### src/rtl/palette_ctrl.sv
// palette_ctrl: arbitrates host writes, host reads, display reads and an
// optional range-fill engine onto a single-port-write / single-port-read
// palette RAM. The fill engine is compiled in only when PALETTE_FILL_EN is
// defined; otherwise fill_busy_o/fill_done_o are tied low and fill inputs
// are ignored.
module palette_ctrl (
    input  logic        clk_i,
    input  logic        rst_i,
    input  logic        host_wr_req_i,
    input  logic [7:0]  host_addr_i,
    input  logic [1:0]  host_ben_i,
    input  logic [15:0] host_wdata_i,
    output logic        host_wr_ack_o,
    input  logic        host_rd_req_i,
    output logic        host_rd_ack_o,
    output logic [15:0] host_rd_data_o,
    input  logic        disp_rd_en_i,
    input  logic [7:0]  disp_addr_i,
    input  logic        fill_start_i,
    input  logic [7:0]  fill_first_i,
    input  logic [7:0]  fill_last_i,
    input  logic [15:0] fill_color_i,
    output logic        fill_busy_o,
    output logic        fill_done_o,
    output logic        pal_wr_en_o,
    output logic [1:0]  pal_ben_o,
    output logic [7:0]  pal_wr_addr_o,
    output logic [15:0] pal_wr_data_o,
    output logic [7:0]  pal_rd_addr_o,
    input  logic [15:0] pal_rd_data_i
);

    localparam int unsigned ADDR_W = 8;
    localparam int unsigned DATA_W = 16;
    localparam int unsigned BEN_W  = 2;

    localparam logic [1:0] R_IDLE = 2'd0;
    localparam logic [1:0] R_WAIT = 2'd1;
    localparam logic [1:0] R_ACK  = 2'd2;

    // Host write acceptance: never in the ack cycle
    logic host_acc_c;
    logic wr_ack_q, wr_ack_d;
    assign host_acc_c = host_wr_req_i & ~wr_ack_q;

    // Fill engine write request into the write arbiter
    logic              fill_wr_c;
    logic [ADDR_W-1:0] fill_addr_c;
    logic [DATA_W-1:0] fill_data_c;

`ifdef PALETTE_FILL_EN
    localparam logic [0:0] S_IDLE = 1'b0;
    localparam logic [0:0] S_FILL = 1'b1;

    logic [0:0]        fstate_q, fstate_d;
    logic [ADDR_W-1:0] cur_q, cur_d;
    logic [ADDR_W-1:0] last_q, last_d;
    logic [DATA_W-1:0] color_q, color_d;
    logic              busy_q, busy_d;
    logic              done_q, done_d;

    // Fill FSM next state; yields to a host write accepted this cycle
    always_comb begin
        fstate_d  = fstate_q;
        cur_d     = cur_q;
        last_d    = last_q;
        color_d   = color_q;
        done_d    = 1'b0;
        fill_wr_c = 1'b0;
        case (fstate_q)
            S_IDLE: begin
                if (fill_start_i) begin
                    if (fill_first_i > fill_last_i) begin
                        done_d = 1'b1;
                    end else begin
                        fstate_d = S_FILL;
                        cur_d    = fill_first_i;
                        last_d   = fill_last_i;
                        color_d  = fill_color_i;
                    end
                end
            end
            S_FILL: begin
                if (!host_acc_c) begin
                    fill_wr_c = 1'b1;
                    if (cur_q == last_q) begin
                        fstate_d = S_IDLE;
                        done_d   = 1'b1;
                    end else begin
                        cur_d = cur_q + ADDR_W'(1);
                    end
                end
            end
            default: fstate_d = S_IDLE;
        endcase
        busy_d = (fstate_d == S_FILL);
    end

    // Fill FSM state and status registers
    always_ff @(posedge clk_i) begin
        if (rst_i) begin
            fstate_q <= S_IDLE;
            cur_q    <= '0;
            last_q   <= '0;
            color_q  <= '0;
            busy_q   <= 1'b0;
            done_q   <= 1'b0;
        end else begin
            fstate_q <= fstate_d;
            cur_q    <= cur_d;
            last_q   <= last_d;
            color_q  <= color_d;
            busy_q   <= busy_d;
            done_q   <= done_d;
        end
    end

    assign fill_addr_c = cur_q;
    assign fill_data_c = color_q;
    assign fill_busy_o = busy_q;
    assign fill_done_o = done_q;
`else
    logic unused_fill_c;
    assign unused_fill_c = ^{fill_start_i, fill_first_i, fill_last_i, fill_color_i};
    assign fill_wr_c     = 1'b0;
    assign fill_addr_c   = '0;
    assign fill_data_c   = '0;
    assign fill_busy_o   = 1'b0;
    assign fill_done_o   = 1'b0;
`endif

    logic              wr_en_q, wr_en_d;
    logic [BEN_W-1:0]  ben_q, ben_d;
    logic [ADDR_W-1:0] waddr_q, waddr_d;
    logic [DATA_W-1:0] wdata_q, wdata_d;

    // Write arbiter: host has priority over the fill engine
    always_comb begin
        wr_ack_d = host_acc_c;
        wr_en_d  = 1'b0;
        ben_d    = ben_q;
        waddr_d  = waddr_q;
        wdata_d  = wdata_q;
        if (host_acc_c) begin
            wr_en_d = 1'b1;
            ben_d   = host_ben_i;
            waddr_d = host_addr_i;
            wdata_d = host_wdata_i;
        end else if (fill_wr_c) begin
            wr_en_d = 1'b1;
            ben_d   = BEN_W'(2'b11);
            waddr_d = fill_addr_c;
            wdata_d = fill_data_c;
        end
    end

    // Registered RAM write port and host write ack
    always_ff @(posedge clk_i) begin
        if (rst_i) begin
            wr_ack_q <= 1'b0;
            wr_en_q  <= 1'b0;
            ben_q    <= '0;
            waddr_q  <= '0;
            wdata_q  <= '0;
        end else begin
            wr_ack_q <= wr_ack_d;
            wr_en_q  <= wr_en_d;
            ben_q    <= ben_d;
            waddr_q  <= waddr_d;
            wdata_q  <= wdata_d;
        end
    end

    assign host_wr_ack_o = wr_ack_q;
    assign pal_wr_en_o   = wr_en_q;
    assign pal_ben_o     = ben_q;
    assign pal_wr_addr_o = waddr_q;
    assign pal_wr_data_o = wdata_q;

    // Read address mux: display always owns the read port when enabled
    always_comb begin
        pal_rd_addr_o = disp_rd_en_i ? disp_addr_i : host_addr_i;
    end

    logic [1:0]        rstate_q, rstate_d;
    logic              rd_ack_q, rd_ack_d;
    logic [DATA_W-1:0] rd_data_q, rd_data_d;

    // Host read FSM: issue when display idle, capture one cycle later, ack
    always_comb begin
        rstate_d  = rstate_q;
        rd_ack_d  = 1'b0;
        rd_data_d = rd_data_q;
        case (rstate_q)
            R_IDLE: begin
                if (host_rd_req_i && !disp_rd_en_i) begin
                    rstate_d = R_WAIT;
                end
            end
            R_WAIT: begin
                rd_data_d = pal_rd_data_i;
                rd_ack_d  = 1'b1;
                rstate_d  = R_ACK;
            end
            R_ACK:   rstate_d = R_IDLE;
            default: rstate_d = R_IDLE;
        endcase
    end

    // Host read FSM state, ack and held read data
    always_ff @(posedge clk_i) begin
        if (rst_i) begin
            rstate_q  <= R_IDLE;
            rd_ack_q  <= 1'b0;
            rd_data_q <= '0;
        end else begin
            rstate_q  <= rstate_d;
            rd_ack_q  <= rd_ack_d;
            rd_data_q <= rd_data_d;
        end
    end

    assign host_rd_ack_o  = rd_ack_q;
    assign host_rd_data_o = rd_data_q;

endmodule

### config.mk
export PLATFORM = sky130hd
export DESIGN_NAME = palette_ctrl
export DESIGN_NICKNAME = d
export VERILOG_FILES = /design/src/rtl/palette_ctrl.sv
export SDC_FILE = /design/constraint.sdc
export NUM_CORES = 1
export LEC_CHECK = 0
export ABC_AREA = 0
export BUFFER_PORTS_ARGS = -buffer_cell sky130_fd_sc_hd__buf_2
export CAP_MARGIN = 20
export CORE_AREA = 2 2 53 104
export DETAILED_ROUTE_END_ITERATION = 8
export DIE_AREA = 0 0 55 106
export PLACE_DENSITY_LB_ADDON = 0.05
export REMOVE_ABC_BUFFERS = 1
export SETUP_SLACK_MARGIN = 0.05
export SLEW_MARGIN = 0
export SYNTH_ARGS = -nofsm -noshare
export SYNTH_HDL_FRONTEND = slang
export SYNTH_SLANG_ARGS = --single-unit
### constraint.sdc
create_clock -name clk_i -period 3.6 [get_ports clk_i]
set_input_delay 1.08 -clock clk_i [delete_from_list [all_inputs] [get_ports clk_i]]
set_output_delay 1.08 -clock clk_i [all_outputs]
set_load 0.03 [all_outputs]
==> impl_metrics.ini, run 1 <==
[worst_setup_path]
reg2reg_from = host_wr_ack_o
crit_path_start_kind = input pin
slowest_stage = mux2_2
path_buf_inv = 2
r2r-end = host_wr_ack_o
cp.arrival_ps = 1830
crit_family = buffers and inverters
crit_chain = buf_2, mux2_2, buf_2
cp_max_fo = 9
cp.required_ps = 2520
path_common_cell = buf_2
r2r_cells = 4
critical-path-max-stage-delay_ps = 360
ff2ff_setup_slack_ps = 2070
critPathKind = input pin to output port
end_kind = output port

[synth]
yosysTopAreaCell = dfxtp_1
synth_area_per_cell_um2 = 10.58
synthAdderAreaFrac_pct = 0
synth_mux_area_share_pct = 4.034
yosysSeqAreaShare_pct = 41.23
syn_area_um2 = 2233
yosysUniqueCellTypes = 16
synth_warnings = 0
postSynthRegisterBits = 46
synth_xor_area_share_pct = 0
syn_inst = 211
synth_compound_area_share_pct = 12.77
synth-simple-area-share_pct = 35.18
synth_top_family_by_area = simple AND/OR/NAND/NOR gates
ys_top_cells_by_area = dfxtp_1 41%, nand4bb_1 21%, nand2b_1 12%
yosysTopAreaCellShare_pct = 41.23

[drt]
first_pass_iters = 4
vias = 1916
drc_errors = 0
wl_per_cell_um = 14.11
ant_nets = 0
dr.first_iter.drc_count = 39
avgViaCountPerCell = 5.221
wirelength_um = 5180

[grt]
grt_pass1_vias = 1848
grt_max_degree = 46
gr-usage-all-layers_pct = 18.00
overflow = 0
antenna_found_initial = 0
grt_pass1_wl_um = 8004

[min_path]
holdCritPathClass = flip-flop to flip-flop
holdPathStages = 2
min_to = host_rd_data_o[3]
worstHoldStart = host_rd_data_o[3]

[placement]
post-place-ws_ps = 680.1
dp_hpwl_um = 3642
gp_congestion = 0.6949
portBuffers = 107

[pwr]
p_per_area_nw_per_um2 = 387.8
peakVddDrop_mv = 0.4270
p_leak_nw = 1.224

[sta]
final_hold_viol_count = 0
slew_violations = 0
fin_tns_setup_ps = 0
fin_crit_sh_pct = 80.91
timing_worst_slew_pin_value_ps = 608.8
clock_skew_ps = 4.354
period_minus_slack_ps = 2913
rsz0062_at_grt = no
fmax_ghz = 0.3433
setup_viol = 0
slew_headroom_pct = 59.36
holdWs_ps = 461.3
finalWorstSetupSlack_ps = 687.2

[status]
outcome = finished, final reports clean

[clock_tree]
holdBufCountCts = 0
clock_latency_ps = 280
clk_pin_slew_ps = 80
ctsResizeCount = 0
ctsHtreeMaxLevel = 2
clock_path_buffers = 2
clockRootBuffer = clkbuf_8
post-cts-setup-buffers = 0
cts_tree = built
cts_buffers = 5
cts_sinks = 46

[cells_and_area]
syn2layout_area_growth_pct = 26.78
layout.cells.most_common_list = 107 x buf_2, 46 x dfxtp_1, 43 x nand2b_1
drive_above_1_share_pct = 48.22
final_common_cell = buf_2
antenna_cells = 0
final_nets = 396

[die]
boundaryPins = 143
rows = 37
initial_core_util_pct = 43.86
die_h_um = 106
die_area_um2 = 5830
die_w_um = 55
fp.coreArea_um2 = 5092

[job]
cap_violations = 0
==> cell families after synthesis <==
logic type,Yosys count
and+or+nand+nor,91
DFF,46
AOI/OAI and AO/OA,42
buffers and inverters,23
muxes,8
other,1
==> flip-flops by register name, summed over array words and instances, names as in the netlist <==
signal,cells
host_rd_data_o,16
pal_wr_data_o,16
pal_wr_addr_o,8
pal_ben_o,2
rstate_q,2
host_rd_ack_o,1
host_wr_ack_o,1
==> Yosys cell counts (all sizes together) <==
cell type,count
dfxtp,46
nand2b,43
nand4bb,42
o21ai,42
buf,12
clkbuf,11
mux2,8
nor2b,4
and2b,1
conb,1
nor4,1
==> cell type report <==
class                           instances  area (µm²)
Fill cell                             506        2261
Multi-Input combinational cell        143        1174
Sequential cell                        46       920.9
Timing Repair Buffer                  112       573.1
Clock buffer                            7       86.33
Tap cell                               58       72.57
Clock inverter                          1       5.005
==> where the power goes <==
group	internal (W)	switching [W]
Clock	0.000155	0.000162
Combinational	0.0000919	0.000139
Sequential	0.000534	0.0000161
Total	0.000781	0.000317
==> how the worst max path moves through the flow <==
stage            startpoint          endpoint  cells after the start  slack [ps]
6_report       disp_rd_en_i  pal_rd_addr_o[6]                      3         690
5_1_grt        disp_rd_en_i  pal_rd_addr_o[6]                      3         650
4_1_cts        disp_rd_en_i  pal_rd_addr_o[6]                      3         670
3_5_place_dp   disp_rd_en_i  pal_rd_addr_o[6]                      3         680
3_3_place_gp   disp_rd_en_i  pal_rd_addr_o[6]                      3         680
2_1_floorplan  disp_rd_en_i  pal_rd_addr_o[0]                      1        1050
==> stage by stage <==
stage / std cells / total power, W / utilization (%) / cell area (µm²)
2_1_floorplan: 189 / 0.0007003 / - / 2090
3_3_place_gp: 359 / 0.0007944 / 53.81 / 2740
3_5_place_dp: 359 / 0.0007955 / 53.81 / 2740
4_1_cts: 367 / 0.001120 / 55.60 / 2831
5_1_grt: 367 / 0.001153 / 55.60 / 2831
6_report: 367 / 0.001098 / 55.60 / 2831
==> worst register-to-register path, cell delays in order (launching register included) <==
cell     delay (ps)
dfxtp_1         360
buf_4           230
nor2b_4         330
buf_4           370
nor2b_1         180
==> layer usage <==
metal	part of all wire, %	up-vias	wire, µm	global-route usage, %
met5	0	-	0	0
met3	7.6	2	395	4.635
met1	42	892	2164	20.71
li1	-	950	-	-
met2	50	72	2590	31.12
met4	0.56	0	29	5.226
No activity file was read; power rests on OpenSTA's default activity.
==> run 2: changes to the inputs <==
--- a/config.mk
+++ b/config.mk
@@ -8,9 +8,9 @@
 export ABC_AREA = 0
 export BUFFER_PORTS_ARGS = -buffer_cell sky130_fd_sc_hd__buf_2
 export CAP_MARGIN = 20
-export CORE_AREA = 2 2 53 104
+export CORE_AREA = 2 2 55 109
 export DETAILED_ROUTE_END_ITERATION = 8
-export DIE_AREA = 0 0 55 106
+export DIE_AREA = 0 0 57 111
 export PLACE_DENSITY_LB_ADDON = 0.05
 export REMOVE_ABC_BUFFERS = 1
 export SETUP_SLACK_MARGIN = 0.05
==> constraint.sdc (replaced) <==
create_clock -name clk_i -period 2.9 [get_ports clk_i]
set_input_delay 0.87 -clock clk_i [delete_from_list [all_inputs] [get_ports clk_i]]
set_output_delay 0.87 -clock clk_i [all_outputs]
set_load 0.03 [all_outputs]
==> impl_metrics.ini, run 2 (same netlist as run 1, synthesis figures left out) <==
[status]
outcome = finished, final reports clean

[sta]
holdWs_ps = 459.7
clock_skew_ps = 3.068
final_hold_viol_count = 0
setup_viol = 0
slew_headroom_pct = 57.20
timing_worst_slew_pin_value_ps = 641.1
slew_violations = 0
fin_tns_setup_ps = 0
fmax_ghz = 0.4037
period_minus_slack_ps = 2477
rsz0062_at_grt = no
fin_crit_sh_pct = 85.42

[worst_setup_path]
slowest_stage = mux2_2
critPathKind = input pin to output port
path_buf_inv = 2
cp.arrival_ps = 1610
ff2ff_setup_slack_ps = 1540
r2r_cells = 2
r2r-end = host_rd_data_o[3]
crit_family = buffers and inverters
critical-path-max-stage-delay_ps = 360
reg2reg_from = rstate_q[0]
end_kind = output port
path_common_cell = buf_2
cp.required_ps = 2030
crit_path_start_kind = input pin
crit_chain = buf_2, mux2_2, buf_2
cp_max_fo = 9

[drt]
wirelength_um = 4932
dr.first_iter.drc_count = 53
wl_per_cell_um = 13.37
drc_errors = 0
vias = 1902
first_pass_iters = 4
avgViaCountPerCell = 5.154
ant_nets = 0

[grt]
grt_pass1_wl_um = 8128
grtUsageMet3_pct = 3.151
met2_usage_pct = 26.44
grt_pass1_vias = 1814
antenna_found_initial = 0
grt.busiest_layer = met2
overflow = 0
grt_max_degree = 39
use_met1_pct = 19.27
gr-usage-all-layers_pct = 15.59

[cells_and_area]
nFillCells = 549
final_nets = 396
final_common_cell = buf_2
antenna_cells = 0
design_area_um2 = 2877
multi_input_area_um2 = 1174
seqCellArea_um2 = 920.9
layout.cells.most_common_list = 107 x buf_2, 46 x dfxtp_1, 43 x nand2b_1
syn2layout_area_growth_pct = 28.80
drive_above_1_share_pct = 47.73

[clock_tree]
clockRootBuffer = clkbuf_16
post-cts-setup-buffers = 0
clk_pin_slew_ps = 60
cts_tree = built
ctsHtreeMaxLevel = 2
cts_sinks = 46
clock_path_buffers = 2
holdBufCountCts = 0
clock_latency_ps = 280
cts_buffers = 5
ctsResizeCount = 0

[pwr]
peakVddDrop_mv = 0.5308
p_leak_nw = 1.240
p_per_area_nw_per_um2 = 519.7

[placement]
gp_congestion = 0.6946
dpl_cell_area_um2 = 2744
dp_hpwl_um = 3309
portBuffers = 107

[die]
initial_core_util_pct = 40.15
die_w_um = 57
die_h_um = 111
boundaryPins = 143
rows = 39
fp.coreArea_um2 = 5563
die_area_um2 = 6327

[min_path]
worstHoldStart = pal_wr_data_o[13]
min_to = pal_wr_data_o[13]
holdPathStages = 2
holdCritPathClass = flip-flop to flip-flop

[job]
cap_violations = 0
==> run 2: cell types whose count changed in the layout (fill, tap and decap cells not counted), sizes merged <==
cell    change
clkinv      -1
==> run 2: final cells by class <==
cell class,instances,share of cell area (%)
clock buffer,7,4.611
sequential,46,32.01
timing repair buffer,112,19.92
multi-input combinational,143,40.80
tap,61,2.653
==> run 2: how the worst max path moves through the flow <==
stage | startpoint | endpoint | slack [ps] | cells past startpoint
after floorplan | disp_rd_en_i | pal_rd_addr_o[0] | 770 | 1
after global placement | disp_rd_en_i | pal_rd_addr_o[0] | 410 | 3
after detailed placement | disp_rd_en_i | pal_rd_addr_o[4] | 400 | 3
after CTS | disp_rd_en_i | pal_rd_addr_o[1] | 400 | 3
after global routing | disp_rd_en_i | pal_rd_addr_o[0] | 380 | 3
final | disp_rd_en_i | pal_rd_addr_o[1] | 420 | 3
==> run 2: per-stage QoR <==
| step | std cells | total power [W] | setup WS, ps | util (%) |
|---|---|---|---|---|
| global route | 369 | 0.001566 | 377.2 | 51.71 |
| detailed placement | 362 | 0.0009858 | 400.0 | 49.33 |
| global placement | 362 | 0.0009816 | 408.9 | 49.33 |
| finish | 369 | 0.001495 | 422.9 | 51.71 |
| CTS | 369 | 0.001522 | 399.3 | 51.71 |
| floorplan | 189 | 0.0008693 | 768.6 | - |
==> run 2: routing by layer <==
| metal | share of wire (%) | routed length (µm) |
|---|---|---|
| met3 | 7.4 | 363 |
| met5 | 0 | 0 |
| met2 | 47 | 2316 |
| met1 | 45 | 2202 |
| met4 | 1.0 | 50 |
==> run 2: worst reg2reg max path: cells and delay by family (launching register included) <==
family           cells  cell delay (ps)
flip-flops           1              730
AND/OR/NAND/NOR      1              400
AO/OA/AOI/OAI        1              110
==> run 2: where the power goes <==
group | internal (W) | leakage (nW) | switching [W]
Clock | 0.000315 | 0.0640 | 0.000211
Combinational | 0.000114 | 0.800 | 0.000170
Sequential | 0.000665 | 0.377 | 0.0000203
Total | 0.00109 | 1.24 | 0.000401
==> run 3: changes to the inputs <==
==> constraint.sdc (replaced) <==
create_clock -name clk_i -period 2.4 [get_ports clk_i]
set_input_delay 0.36 -clock clk_i [delete_from_list [all_inputs] [get_ports clk_i]]
set_output_delay 0.36 -clock clk_i [all_outputs]
set_load 0.03 [all_outputs]
==> impl_metrics.ini, run 3 (same netlist as run 1, synthesis figures left out) <==
[sta]
fin_crit_sh_pct = 62.77
fmax_ghz = 0.6638
slew_violations = 0
fin_tns_setup_ps = 0
period_minus_slack_ps = 1506
clock_skew_ps = 3.838
rsz0062_at_grt = no
holdWs_ps = 308.0
setup_viol = 0
final_hold_viol_count = 0
slew_headroom_pct = 57.64
timing_worst_slew_pin_value_ps = 634.6

[grt]
overflow = 0
grt_max_degree = 32
antenna_found_initial = 0
gr-usage-all-layers_pct = 16.51
grt_pass1_wl_um = 8328
grt_pass1_vias = 1760

[die]
die_area_um2 = 6327
die_h_um = 111
fp.coreArea_um2 = 5563
boundaryPins = 143
initial_core_util_pct = 40.15
rows = 39
die_w_um = 57

[pwr]
peakVddDrop_mv = 0.5690
p_per_area_nw_per_um2 = 629.6
p_leak_nw = 1.245
p_total_w = 0.001816

[cells_and_area]
final_nets = 397
drive_above_1_share_pct = 47.90
final_common_cell = buf_2
syn2layout_area_growth_pct = 29.13
final_cells = 370
layout.cells.most_common_list = 107 x buf_2, 46 x dfxtp_1, 43 x nand2b_1
antenna_cells = 0

[clock_tree]
cts_tree = built
clock_latency_ps = 280
holdBufCountCts = 0
ctsResizeCount = 0
ctsHtreeMaxLevel = 2
cts_buffers = 5
post-cts-setup-buffers = 0
clock_path_buffers = 2
clockRootBuffer = clkbuf_16
cts_sinks = 46
clk_pin_slew_ps = 60

[worst_setup_path]
end_kind = output port
crit_path_start_kind = flip-flop
crit_family = flip-flops
ff2ff_setup_slack_ps = 1050
slowest_stage = dfxtp_1
critPathKind = flip-flop to output port
critical-path-max-stage-delay_ps = 580
crit_chain = buf_2
path_buf_inv = 1
cp.arrival_ps = 1150
cp_max_fo = 13
cp.required_ps = 2040

[min_path]
holdCritPathClass = input pin to flip-flop

[drt]
vias = 1887
dr.first_iter.drc_count = 55
wl_per_cell_um = 13.72
avgViaCountPerCell = 5.100
ant_nets = 0
wirelength_um = 5076
drc_errors = 0
first_pass_iters = 4

[status]
outcome = finished, final reports clean

[job]
cap_violations = 0

[placement]
dp_hpwl_um = 3430
portBuffers = 107
gp_congestion = 0.6712
dp.cells = 363
[run 3: cell count changes in the layout (fill, tap and decap cells not counted), sizes merged]
cell | previous run | this run
buf | 112 | 113
[run 3: per-stage QoR]
| stage | utilization (%) | area, µm² | setup WS, ps |
|---|---|---|---|
| 4_1_cts | 51.84 | 2884 | 881.4 |
| 5_1_grt | 51.84 | 2884 | 828.7 |
| 6_report | 51.84 | 2884 | 893.6 |
| 2_1_floorplan | - | 2090 | 382.5 |
| 3_5_place_dp | 49.46 | 2751 | 903.8 |
| 3_3_place_gp | 49.46 | 2751 | 930.1 |
[run 3: layout make-up]
cell class / instances / area [µm²]
fillers: 542 / 2679
clock buffers: 7 / 132.6
multi-input cells: 143 / 1174
well taps: 61 / 76.32
flip-flops and latches: 46 / 920.9
repair buffers: 113 / 580.6
[run 3: layer usage]
layer  track usage, %  part of all wire (%)  vias to the layer above
li1                 -                     -                      953
met4            7.442                   2.0                        0
met2            24.98                    46                       73
met1            21.50                    45                      856
met5                0                     0                        -
met3            4.667                   7.6                        5
[run 3: final timing paths]
check,startpoint,endpoint,cells after the start
setup / recovery,host_wr_ack_o,host_wr_ack_o,1
hold reg to reg,pal_wr_data_o[12],pal_wr_data_o[12],2
setup reg to reg,rstate_q[0],host_rd_data_o[2],2
hold / removal,host_rd_req_i,rstate_q[0],3
[run 3: power by group]
part | switching (W) | internal [W]
sequential | 0.0000258 | 0.000803
combinational | 0.000205 | 0.000139
clock | 0.000262 | 0.000381
